### src/rtl/cpu_pkg.sv
// cpu_pkg: shared definitions for the TopCPU sequencer.
//   state_t        sequencer FSM states
//   OP_*           instruction opcode values (ir[31:28])
//   ALU_*          decoder ALUop values
//   *_HI / *_LO    instruction field bit positions
//   is_halt()      true when an instruction word carries the HALT opcode
package cpu_pkg;

  typedef enum logic [2:0] {
    ST_IDLE      = 3'd0,
    ST_FETCH     = 3'd1,
    ST_DECODE    = 3'd2,
    ST_EXECUTE   = 3'd3,
    ST_WRITEBACK = 3'd4,
    ST_HALT      = 3'd5
  } state_t;

  localparam logic [3:0] OP_NOP  = 4'b0000;
  localparam logic [3:0] OP_ADD  = 4'b0001;
  localparam logic [3:0] OP_SUB  = 4'b0010;
  localparam logic [3:0] OP_ADDI = 4'b0011;
  localparam logic [3:0] OP_HALT = 4'b1111;

  localparam logic [2:0] ALU_NOOP = 3'b000;
  localparam logic [2:0] ALU_ADD  = 3'b001;
  localparam logic [2:0] ALU_SUB  = 3'b010;

  localparam int OPC_HI = 31;
  localparam int OPC_LO = 28;
  localparam int RD_HI  = 27;
  localparam int RD_LO  = 23;
  localparam int RS1_HI = 22;
  localparam int RS1_LO = 18;
  localparam int RS2_HI = 17;
  localparam int RS2_LO = 13;
  localparam int IMM_HI = 12;
  localparam int IMM_LO = 0;

  function automatic logic is_halt(input logic [31:0] word);
    return word[OPC_HI:OPC_LO] == OP_HALT;
  endfunction

endpackage

### src/rtl/cpu_seq_timeout.sv
// cpu_seq_timeout: fetch-ack watchdog for the sequencer.
// Ports:
//   clk      system clock
//   rst      synchronous reset, active-high
//   run      high on every FETCH cycle that has no imem_ack
//   expired  high on the TIMEOUT_CYC-th consecutive waiting cycle
// The down-counter reloads whenever run is low, so an ack or leaving FETCH
// restarts the full window.
module cpu_seq_timeout #(
  parameter int TIMEOUT_CYC = 15
) (
  input  logic clk,
  input  logic rst,
  input  logic run,
  output logic expired
);

  localparam int CW = $clog2(TIMEOUT_CYC + 1);
  localparam logic [CW-1:0] LOAD = CW'(TIMEOUT_CYC - 1);

  logic [CW-1:0] cnt;

  always_ff @(posedge clk) begin
    if (rst || !run) begin
      cnt <= LOAD;
    end else if (cnt != '0) begin
      cnt <= cnt - CW'(1);
    end
  end

  assign expired = run && (cnt == '0);

endmodule

### src/rtl/cpu_sequencer.sv
// cpu_sequencer: multi-cycle control FSM for the TopCPU datapath.
// Fetches instructions over a req/ack handshake, holds them in ir for the
// decoder, and strobes operand read, ALU latch and register writeback.
// Owns pc, halt detection and the retired-instruction counter.
// Ports:
//   clk, rst            clock; synchronous active-high reset
//   start               pulse; from IDLE/HALT begin fetching at pc 0
//   imem_req/addr/ack/rdata  instruction memory handshake
//   ir                  instruction register (decoder input)
//   alu_op, rd_idx      decoder outputs used to qualify rf_we
//   rf_re, alu_en, rf_we  one-cycle datapath strobes
//   pc, busy, halted, retired, fault   status
// Optional build macro CPU_SEQ_FETCH_TIMEOUT_EN: a missing fetch ack for
// TIMEOUT_CYC cycles sets the sticky fault flag and halts. Without it FETCH
// waits indefinitely and fault is tied low.
//
// state     | meaning
// ----------+---------------------------------------------
// IDLE      | after reset, waiting for start
// FETCH     | imem_req high, waiting for imem_ack
// DECODE    | ir valid; HALT opcode halts, else rf_re
// EXECUTE   | alu_en strobe
// WRITEBACK | rf_we (if useful), pc and retired advance
// HALT      | halted, pc/retired frozen, waiting for start
module cpu_sequencer
  import cpu_pkg::*;
#(
  parameter int PC_W        = 8,
  parameter int CNT_W       = 16,
  parameter int TIMEOUT_CYC = 15
) (
  input  logic             clk,
  input  logic             rst,
  input  logic             start,
  output logic             imem_req,
  output logic [PC_W-1:0]  imem_addr,
  input  logic             imem_ack,
  input  logic [31:0]      imem_rdata,
  output logic [31:0]      ir,
  input  logic [2:0]       alu_op,
  input  logic [4:0]       rd_idx,
  output logic             rf_re,
  output logic             alu_en,
  output logic             rf_we,
  output logic [PC_W-1:0]  pc,
  output logic             busy,
  output logic             halted,
  output logic [CNT_W-1:0] retired,
  output logic             fault
);

  state_t state, state_nxt;
  logic   timeout;
  logic   launch;

  // start is honoured only from the two resting states
  assign launch = start && ((state == ST_IDLE) || (state == ST_HALT));

`ifdef CPU_SEQ_FETCH_TIMEOUT_EN
  logic fetch_wait;

  assign fetch_wait = (state == ST_FETCH) && !imem_ack;

  cpu_seq_timeout #(
    .TIMEOUT_CYC(TIMEOUT_CYC)
  ) u_timeout (
    .clk    (clk),
    .rst    (rst),
    .run    (fetch_wait),
    .expired(timeout)
  );

  always_ff @(posedge clk) begin
    if (rst) begin
      fault <= 1'b0;
    end else if (launch) begin
      fault <= 1'b0;
    end else if (timeout) begin
      fault <= 1'b1;
    end
  end
`else
  logic unused_timeout_cfg;

  assign unused_timeout_cfg = ^TIMEOUT_CYC;
  assign timeout            = 1'b0;
  assign fault              = 1'b0;
`endif

  always_ff @(posedge clk) begin
    if (rst) begin
      state   <= ST_IDLE;
      pc      <= '0;
      ir      <= '0;
      retired <= '0;
    end else begin
      state <= state_nxt;
      if (launch) begin
        pc      <= '0;
        retired <= '0;
      end else if (state == ST_WRITEBACK) begin
        pc <= pc + PC_W'(1);
        if (retired != '1) begin
          retired <= retired + CNT_W'(1);
        end
      end
      if ((state == ST_FETCH) && imem_ack) begin
        ir <= imem_rdata;
      end
    end
  end

  always_comb begin
    state_nxt = state;
    imem_req  = 1'b0;
    rf_re     = 1'b0;
    alu_en    = 1'b0;
    rf_we     = 1'b0;
    case (state)
      ST_IDLE: begin
        if (start) state_nxt = ST_FETCH;
      end
      ST_FETCH: begin
        imem_req = 1'b1;
        if (imem_ack) begin
          state_nxt = ST_DECODE;
        end else if (timeout) begin
          state_nxt = ST_HALT;
        end
      end
      ST_DECODE: begin
        if (is_halt(ir)) begin
          state_nxt = ST_HALT;
        end else begin
          rf_re     = 1'b1;
          state_nxt = ST_EXECUTE;
        end
      end
      ST_EXECUTE: begin
        alu_en    = 1'b1;
        state_nxt = ST_WRITEBACK;
      end
      ST_WRITEBACK: begin
        // writes to r0 and NOOP ALU ops still retire but never write
        rf_we     = (alu_op != ALU_NOOP) && (rd_idx != 5'd0);
        state_nxt = ST_FETCH;
      end
      ST_HALT: begin
        if (start) state_nxt = ST_FETCH;
      end
      default: state_nxt = ST_IDLE;
    endcase
  end

  assign imem_addr = pc;
  assign busy      = (state != ST_IDLE) && (state != ST_HALT);
  assign halted    = (state == ST_HALT);

endmodule

### config.mk
export PLATFORM = sky130hd
export DESIGN_NAME = cpu_sequencer
export DESIGN_NICKNAME = d
export VERILOG_FILES = /design/src/rtl/cpu_pkg.sv /design/src/rtl/cpu_seq_timeout.sv /design/src/rtl/cpu_sequencer.sv
export SDC_FILE = /design/constraint.sdc
export NUM_CORES = 1
export LEC_CHECK = 0
export BUFFER_PORTS_ARGS = -buffer_cell sky130_fd_sc_hd__clkbuf_2
export CORE_UTILIZATION = 42
export CTS_CLUSTER_SIZE = 14
export DETAILED_ROUTE_END_ITERATION = 10
export PLACE_DENSITY = 0.82
export SLEW_MARGIN = 20
export SYNTH_ARGS = -nofsm -noshare
export SYNTH_HDL_FRONTEND = slang
export SYNTH_SLANG_ARGS = --single-unit
export TNS_END_PERCENT = 10
### constraint.sdc
create_clock -name clk -period 1.5 [get_ports clk]
set_input_delay 0.225 -clock clk [delete_from_list [all_inputs] [get_ports clk]]
set_output_delay 0.225 -clock clk [all_outputs]
set_load 0.01 [all_outputs]
---- After elaboration in Yosys (flattened, before gate mapping) ----
Cells that the tools add are included.
word-level totals
  bits in registers ....................... 59
  bits in latches ......................... 0
  RAM bits ................................ 0
  memory bits (read-only) ................. 0
  input port bits ......................... 44
  output and inout bits ................... 71
  memories kept ........................... 0
cells by class
  add/sub/neg operators ................... 2
  multipliers ............................. 0
  div/mod/pow operators ................... 0
  magnitude comparators ................... 0
  equality and inequality tests ........... 10
  shifts and indexed selects .............. 0
  mux-type cells .......................... 9
  bitwise gates (word level) .............. 0
  reduce and logical (&&, ||, !) cells .... 13
operators with widths
  operator                                                         count
  16-bit by 1-bit adder with 16-bit output, second input constant  1
  16-bit != test, second input constant                            1
  3-bit one-hot mux with 5 select lines                            1
  3-bit two-way mux                                                3
  8-bit by 1-bit adder with 8-bit output, second input constant    1
  3-bit by 2-bit == test with 1-bit output, second input constant  2
  3-bit == test, second input constant                             2
  3-bit nonzero test                                               2
  1-bit two-way mux                                                5
  5-bit nonzero test                                               1
  4-bit == test, second input constant                             1
  1-bit logical AND                                                4
  2-bit AND reduction                                              2
  2-bit OR reduction                                               2
  3-bit by 1-bit == test with 1-bit output, second input constant  1
  3-bit logical NOT                                                1
  3-bit != test, second input constant                             1
  2-bit by 1-bit != test with 1-bit output, second input constant  1
  2-bit != test, second input constant                             1
  1-bit logical OR                                                 1

---- Longest topological paths before layout ----
Gate-level depths: netlist of the first run.
  depth in word-level cells ............... 4
  mapped depth ............................ 7

---- Worst setup path after synthesis of the first run ----
No wires, ideal clock.
  kind .................................... reg2reg
  start ................................... reg retired[0]
  end ..................................... reg retired[1]
  setup time .............................. 132 ps
  arrival time ............................ 1,551 ps
  path slack .............................. -183 ps
  cell stages (with the launch flop) ...... 7
  buffers on the path ..................... 1
  cell sequence ........................... dfxtp_1 -> ha_1 -> nand4_1 -> nor4_2 -> buf_2 -> nand3b_1 -> a21oi_1
between the ends
  cells in the longest elaborated chain, start to end .. 2
  elaborated cells on any way between the ends .. 3
  classes of those cells .................. 1 x add/sub; 1 x eq/ne; 1 x reduce/logical
ends and longest elaborated chain
  item                                                                              RTL line              source
  from (decl)                                                                       cpu_sequencer.sv:48   output logic [CNT_W-1:0] retired,
  from (signal assigned)                                                            cpu_sequencer.sv:104  retired <= retired + CNT_W'(1);
  branches (longest 2 deep; another with 16-bit by 1-bit adder with 16-bit output)  --
Parallel ways; which one is timed is not known.
A chain may end at the register's enable or synchronous reset.

---- Worst setup path after layout of the first run ----
  start ................................... reg state[1]
  end ..................................... out rf_we
between the ends
  cells in the longest elaborated chain, start to end .. 2
ends and longest elaborated chain
  item                    RTL line              source
  from (decl)             cpu_sequencer.sv:52   state_t state, state_nxt;
  from (signal assigned)  cpu_sequencer.sv:97   state <= state_nxt;
  3-bit == test           cpu_sequencer.sv:119  case (state)
  1-bit two-way mux       cpu_sequencer.sv:119
  to (decl)               cpu_sequencer.sv:44   output logic rf_we,
No other way between the ends.

==> results.md, run 1 <==
- Status: complete, but fails checks
- Failing checks: negative setup slack
- Grt ovf: 0
- Placed instance count: 520
- Worst Setup End Kind: primary output
- Crit-path cells: or3b_4 -> a211oi_2 -> buf_2
- Endpoints failing setup: 10
- Top post-synthesis cells by area: dfxtp_1 (46%), nand2_1 (11%), a21oi_1 (9.5%), buf_4 (3.5%), nand4_1 (2.4%)
- Drt pass-1 iters: 4
- Die footprint: 6440 um2
- Avg Cell Area, Syn: 8.09 um2
- Core box area: 5920 um2
- Cell Pwr Density: 857 nW/um2
- Largest net degree at the start of global routing: 35
- Hold slack final: 105 ps
- CTS tree: yes
- Slew Limit Fails: 0
- Num CTS Buffers: 9
- Seq/Total Area, Yosys: 45.9%
- Area growth from synthesis to layout: 45.0%
- Crit. path cell count: 3
- Commonest non-fill, non-tap cell in the layout: clkbuf_2
- DP HPWL: 4690 um
- WP data arrival: 1370 ps
- RSZ-0062 raised after global routing: true
- Gpl congestion: 0.860
- CP startpoint kind: flip-flop
- Post-route clock period utilization: 107%
- Post-Syn Nets: 364
- Yosys top cell area share: 45.9%
- Drt wl/cell: 12.4 um
- Worst Path Max Fanout: 3
- Slowest cell on the critical path: or3b_4
- Fmax achieved: 0.626 GHz
- Initial antenna violation count: 0
- Clk root buf: clkbuf_8
- Post-synthesis async set-or-reset flop share: 0%
- Fillers: 523
- CP delay by family, top: simple AND/OR/NAND/NOR gates
- Share of layout cells above drive strength 1: 42.9%
- Post-DR vias/cell: 5.05
- Commonest non-fill, non-tap cells in the layout: clkbuf_2 (110), nand2_1 (73), dfxtp_1 (52), a21oi_1 (48), buf_4 (38)
- Clock transition at the registers of the reported paths: 70 ps
- Die span in y: 80.3 um
- CP Class: reg -> out
- Yosys top cell by area: dfxtp_1
- Post-Route WL: 6650 um
- Syn Inst Count: 318
- DRT iter0 DRCs: 98
- Via count: 2,712
- Post-Layout Cell Count: 537
- Net count, final: 505
- Yosys cell types: 38
- CP required: 1270 ps
- WHS Path Cells: 3
- Number of synthesized flops with an enable pin: 0
- PortBufs: 113
- H-tree levels: 3
- Hold Startpoint: imem_rdata[4]
- Initial core utilization: 43.5%
- Total Neg Setup Slack: -551 ps
- Min Tclk post-route: 1600 ps
- Diode count: 0
- Primary FF master, synth: dfxtp_1
- GRT Overall Usage: 21.2%
- Synth Register Bits: 59
- Clock Latency Late Sink: 330 ps
- Clock Sinks: 59
- Post-route ant nets: 0
- First-pass GRT wire length: 10,500 um
- Worst r2r src: state[1]
- Synthesized cell area: 2570 um2
- Min-delay worst type: in -> reg
- Maxcap violations: 0
- Final hold violation count: 0
- Setup slack, reg-to-reg: -90 ps
- Worst setup margin: -98.6 ps
- # DRC: 0
- IR drop worst, VDD: 561 uV
- FF-to-FF path depth: 5
- Die Wd: 80.3 um
- LEAKAGE: 1.64 nW
- Number of global-route vias before repair: 2,462
- Worst Clk Skew: 5.07 ps
- Buffers & Inverters on Critical Path: 1
- RR Endpoint: retired[9]
- Ys Warns: 0
- Hold Path Sink: ir[4]
- Number of cell rows: 28
- Max incr delay on CP: 410 ps
- Num ports: 115
- Clk buf depth: 2
[registers in the layout (all words and copies together) (netlist names)]
| name | count |
|---|---|
| ir | 32 |
| retired | 16 |
| imem_addr | 8 |
| state | 3 |
[kinds of logic after synthesis]
kind of cell	share of synthesized area, %
adder cells (fa/ha/maj)	0.972
buffers and inverters	7.05
AO/OA/AOI/OAI	15.2
other	0.146
XOR/XNOR	2.72
flip-flops	45.9
AND/OR/NAND/NOR	28.0
[tightest hold or removal path, stage by stage]
cell      delay (ps)
clkbuf_2          80
nand2_1           40
a21oi_1           50
[layer usage]
| layer | share of wire [%] | global-route usage, % | vias to the layer above |
|---|---|---|---|
| met1 | 45 | 24.2 | 1229 |
| met4 | 1.6 | 9.64 | 0 |
| met5 | 0 | 0 | - |
| met2 | 48 | 36.2 | 89 |
| met3 | 5.6 | 6.14 | 10 |
| li1 | - | - | 1384 |
[area by class of cell]
class | instances | area [um2] | share of cell area, %
inverter | 6 | 22.5 | 0.603
tap | 75 | 93.8 | 2.51
timing repair buffer | 158 | 956 | 25.6
multi-input combinational | 225 | 1300 | 34.9
clock buffer | 11 | 151 | 4.06
clock inverter | 3 | 15.0 | 0.402
sequential | 59 | 1190 | 31.9
[cells in the mapped netlist (2+ instances only)]
| library cell | n |
|---|---|
| nor3b_1 | 2 |
| nand2_1 | 73 |
| nand3_1 | 9 |
| and3_1 | 2 |
| nor3_1 | 9 |
| o21ai_1 | 4 |
| a211oi_1 | 2 |
| or4_1 | 6 |
| a21oi_1 | 49 |
| buf_4 | 12 |
| xnor2_1 | 5 |
| nand4_1 | 10 |
| nor4_2 | 2 |
| ha_1 | 2 |
| nor2_1 | 13 |
| dfxtp_1 | 59 |
| o21ai_0 | 3 |
| buf_2 | 7 |
| clkbuf_1 | 9 |
| and3b_1 | 3 |
| o31ai_1 | 7 |
| or3_1 | 5 |
| inv_1 | 6 |
| and4_1 | 3 |
| xor2_1 | 3 |
[what timing repair did]
item / 4_1_cts / 5_1_grt
hold buffers: 0 / 0
buffers inserted: 3 / 0
pin swaps: 6 / 5
gates resized for setup: 11 / 16
endpoints found under the setup margin: 14 / 34
[worst max path at each step]
| stage | startpoint | end | slack (ps) |
|---|---|---|---|
| floorplan | retired[0] | retired[10] | -60 |
| global placement | state[0] | retired[11] | -0.4 |
| detailed placement | retired[7] | retired[14] | -80 |
| CTS | state[1] | rf_we | -110 |
| global route | state[1] | retired[11] | -210 |
| finish | state[1] | rf_we | -100 |
[power breakdown]
part	internal (mW)	switching, mW	leakage (nW)	total [mW]
registers	1.61	0.0244	0.481	1.63
logic	0.144	0.164	1.07	0.309
clock network	0.662	0.599	0.0908	1.26
total	2.41	0.787	1.64	3.20
[per-stage QoR]
step / setup WS (ps) / util, % / power, mW / cell area [um2]
4_1_cts: -106 / 62.0 / 3.22 / 3670
5_1_grt: -211 / 63.0 / 3.34 / 3730
3_5_place_dp: -78.2 / 58.2 / 1.96 / 3450
6_report: -98.6 / 63.0 / 3.20 / 3730
2_1_floorplan: -63.8 / - / 1.81 / 2590
3_3_place_gp: -0.430 / 58.2 / 1.95 / 3450
Note: power is estimated with default switching activity, not from simulation.
==> run 2, diff against run 1 <==
PLACE_DENSITY = 0.74   (was 0.82)
==> run 2 against run 1 <==
Net effect:
- the run still ends with negative setup slack left
- die area did not move
- hold slack improved by 11 ps
- flip-flop and latch count did not move
- setup slack better by 17 ps
- critical endpoint unchanged
- sequential power about the same
- power barely moved
- core utilization hardly changed
- combinational power fell by 3%
- wire length is 1.1% lower
- via count is 1.8% higher
- critical path depth unchanged
==> results.md, run 2 (same netlist as run 1, synthesis figures left out) <==
- Status: complete, but fails checks
- Failing checks: negative setup slack
- Fillers: 539
- H-tree levels: 3
- Gpl congestion: 0.854
- Buffers & Inverters on Critical Path: 1
- Grt ovf: 0
- CP required: 1270 ps
- Min Tclk post-route: 1580 ps
- Final hold violation count: 0
- IR drop worst, VDD: 691 uV
- Drt pass-1 iters: 4
- Clk buf depth: 2
- Num ports: 115
- Num CTS Buffers: 9
- Biggest register: ir
- DRT iter0 DRCs: 147
- CP delay by family, top: simple AND/OR/NAND/NOR gates
- Worst Setup End Kind: primary output
- Cell Pwr Density: 857 nW/um2
- LEAKAGE: 1.63 nW
- Largest net degree at the start of global routing: 35
- Initial core utilization: 43.5%
- Crit-path cells: or3b_4 -> a211oi_2 -> buf_2
- Worst setup margin: -81.6 ps
- CP startpoint kind: flip-flop
- GRT Overall Usage: 20.9%
- RSZ-0062 raised after global routing: true
- Slowest cell on the critical path: or3b_4
- # DRC: 0
- Setup slack, reg-to-reg: -80 ps
- Hold-fix buffers, CTS: 0
- Number of cell rows: 28
- Worst Path Max Fanout: 3
- WP data arrival: 1360 ps
- Post-DR vias/cell: 5.12
- DP HPWL: 4680 um
- Core box area: 5920 um2
- Min-delay worst type: in -> reg
- Maxcap violations: 0
- Max incr delay on CP: 410 ps
- Clock Latency Late Sink: 320 ps
- Area growth from synthesis to layout: 45.1%
- Worst Clk Skew: 5.97 ps
- Clock transition at the registers of the reported paths: 60 ps
- M1 WL: 2920 um
- CTS tree: yes
- PortBufs: 113
- Slew Limit Fails: 0
- Post-route ant nets: 0
- Die footprint: 6440 um2
- Number of global-route vias before repair: 2,495
- Clk root buf: clkbuf_8
- Share of layout cells above drive strength 1: 42.9%
- Drt wl/cell: 12.2 um
- Top Metal Used: met4
- Commonest non-fill, non-tap cell in the layout: clkbuf_2
- Die span in y: 80.3 um
- Diode count: 0
- Placed instance count: 518
- Clock Sinks: 59
- Utilization after layout: 63.1%
- Initial antenna violation count: 0
- Fmax achieved: 0.632 GHz
- Post-route clock period utilization: 105%
- Setup WS pre-CTS: -76.8 ps
- First-pass GRT wire length: 10,600 um
- CP Class: reg -> out
- Wire length on met3: 396 um
- Via count: 2,760
- Die Wd: 80.3 um
- Endpoints failing setup: 11
- Post-Layout Cell Count: 539
- Commonest non-fill, non-tap cells in the layout: clkbuf_2 (112), nand2_1 (73), a21oi_1 (49), dfxtp_1 (49), buf_4 (40)
- WL met2: 3130 um
- Max reg flops: 32
- Net count, final: 505
- Total Neg Setup Slack: -491 ps
- Post-Route WL: 6570 um
==> run 2: worst paths after layout <==
path | start | to | depth (start not counted)
hold / removal | imem_rdata[1] | ir[1] | 3
setup reg to reg | state[0] | retired[9] | 4
setup / recovery | state[1] | rf_we | 3
hold reg to reg | ir[8] | ir[8] | 2
==> run 2: tightest hold or removal path, stage by stage <==
cell and delay (ps):
clkbuf_2 80, nand2_1 40, a21oi_1 50
==> run 2: per-layer routing <==
| layer | global-route usage [%] | vias up |
|---|---|---|
| li1 | - | 1383 |
| met1 | 24.3 | 1275 |
| met5 | 0 | - |
| met2 | 35.3 | 91 |
| met3 | 5.91 | 11 |
| met4 | 9.29 | 0 |
==> run 2: timing repair <==
item / in CTS / in global routing
endpoints found under the setup margin: 17 / 41
gates cloned: 0 / 1
pin swaps: 7 / 8
setup buffers: 1 / 3
resized for setup: 14 / 14
==> run 2: power by group <==
group | leakage, nW | internal (mW) | total [mW] | switching [mW]
registers | 0.483 | 1.60 | 1.63 | 0.0254
clock network | 0.0905 | 0.687 | 1.27 | 0.583
logic | 1.06 | 0.140 | 0.299 | 0.159
total | 1.63 | 2.43 | 3.20 | 0.768
==> run 2: area by class of cell <==
cell class | count | area (um2) | share of cell area (%)
Tap cell | 75 | 93.8 | 2.51
Inverter | 6 | 22.5 | 0.603
Sequential cell | 59 | 1200 | 32.0
Multi-Input combinational cell | 225 | 1300 | 34.8
Clock buffer | 14 | 163 | 4.36
Clock inverter | 2 | 10.0 | 0.268
Timing Repair Buffer | 158 | 948 | 25.4
==> run 2: metrics by stage <==
step                      power (mW)  hold slack [ps]  cell area, um2
final                           3.20              116            3730
after global routing            3.34             97.1            3730
after CTS                       3.23              105            3660
after detailed placement        1.96              448            3430
after global placement          1.95              441            3430
after floorplan                 1.81              361            2590
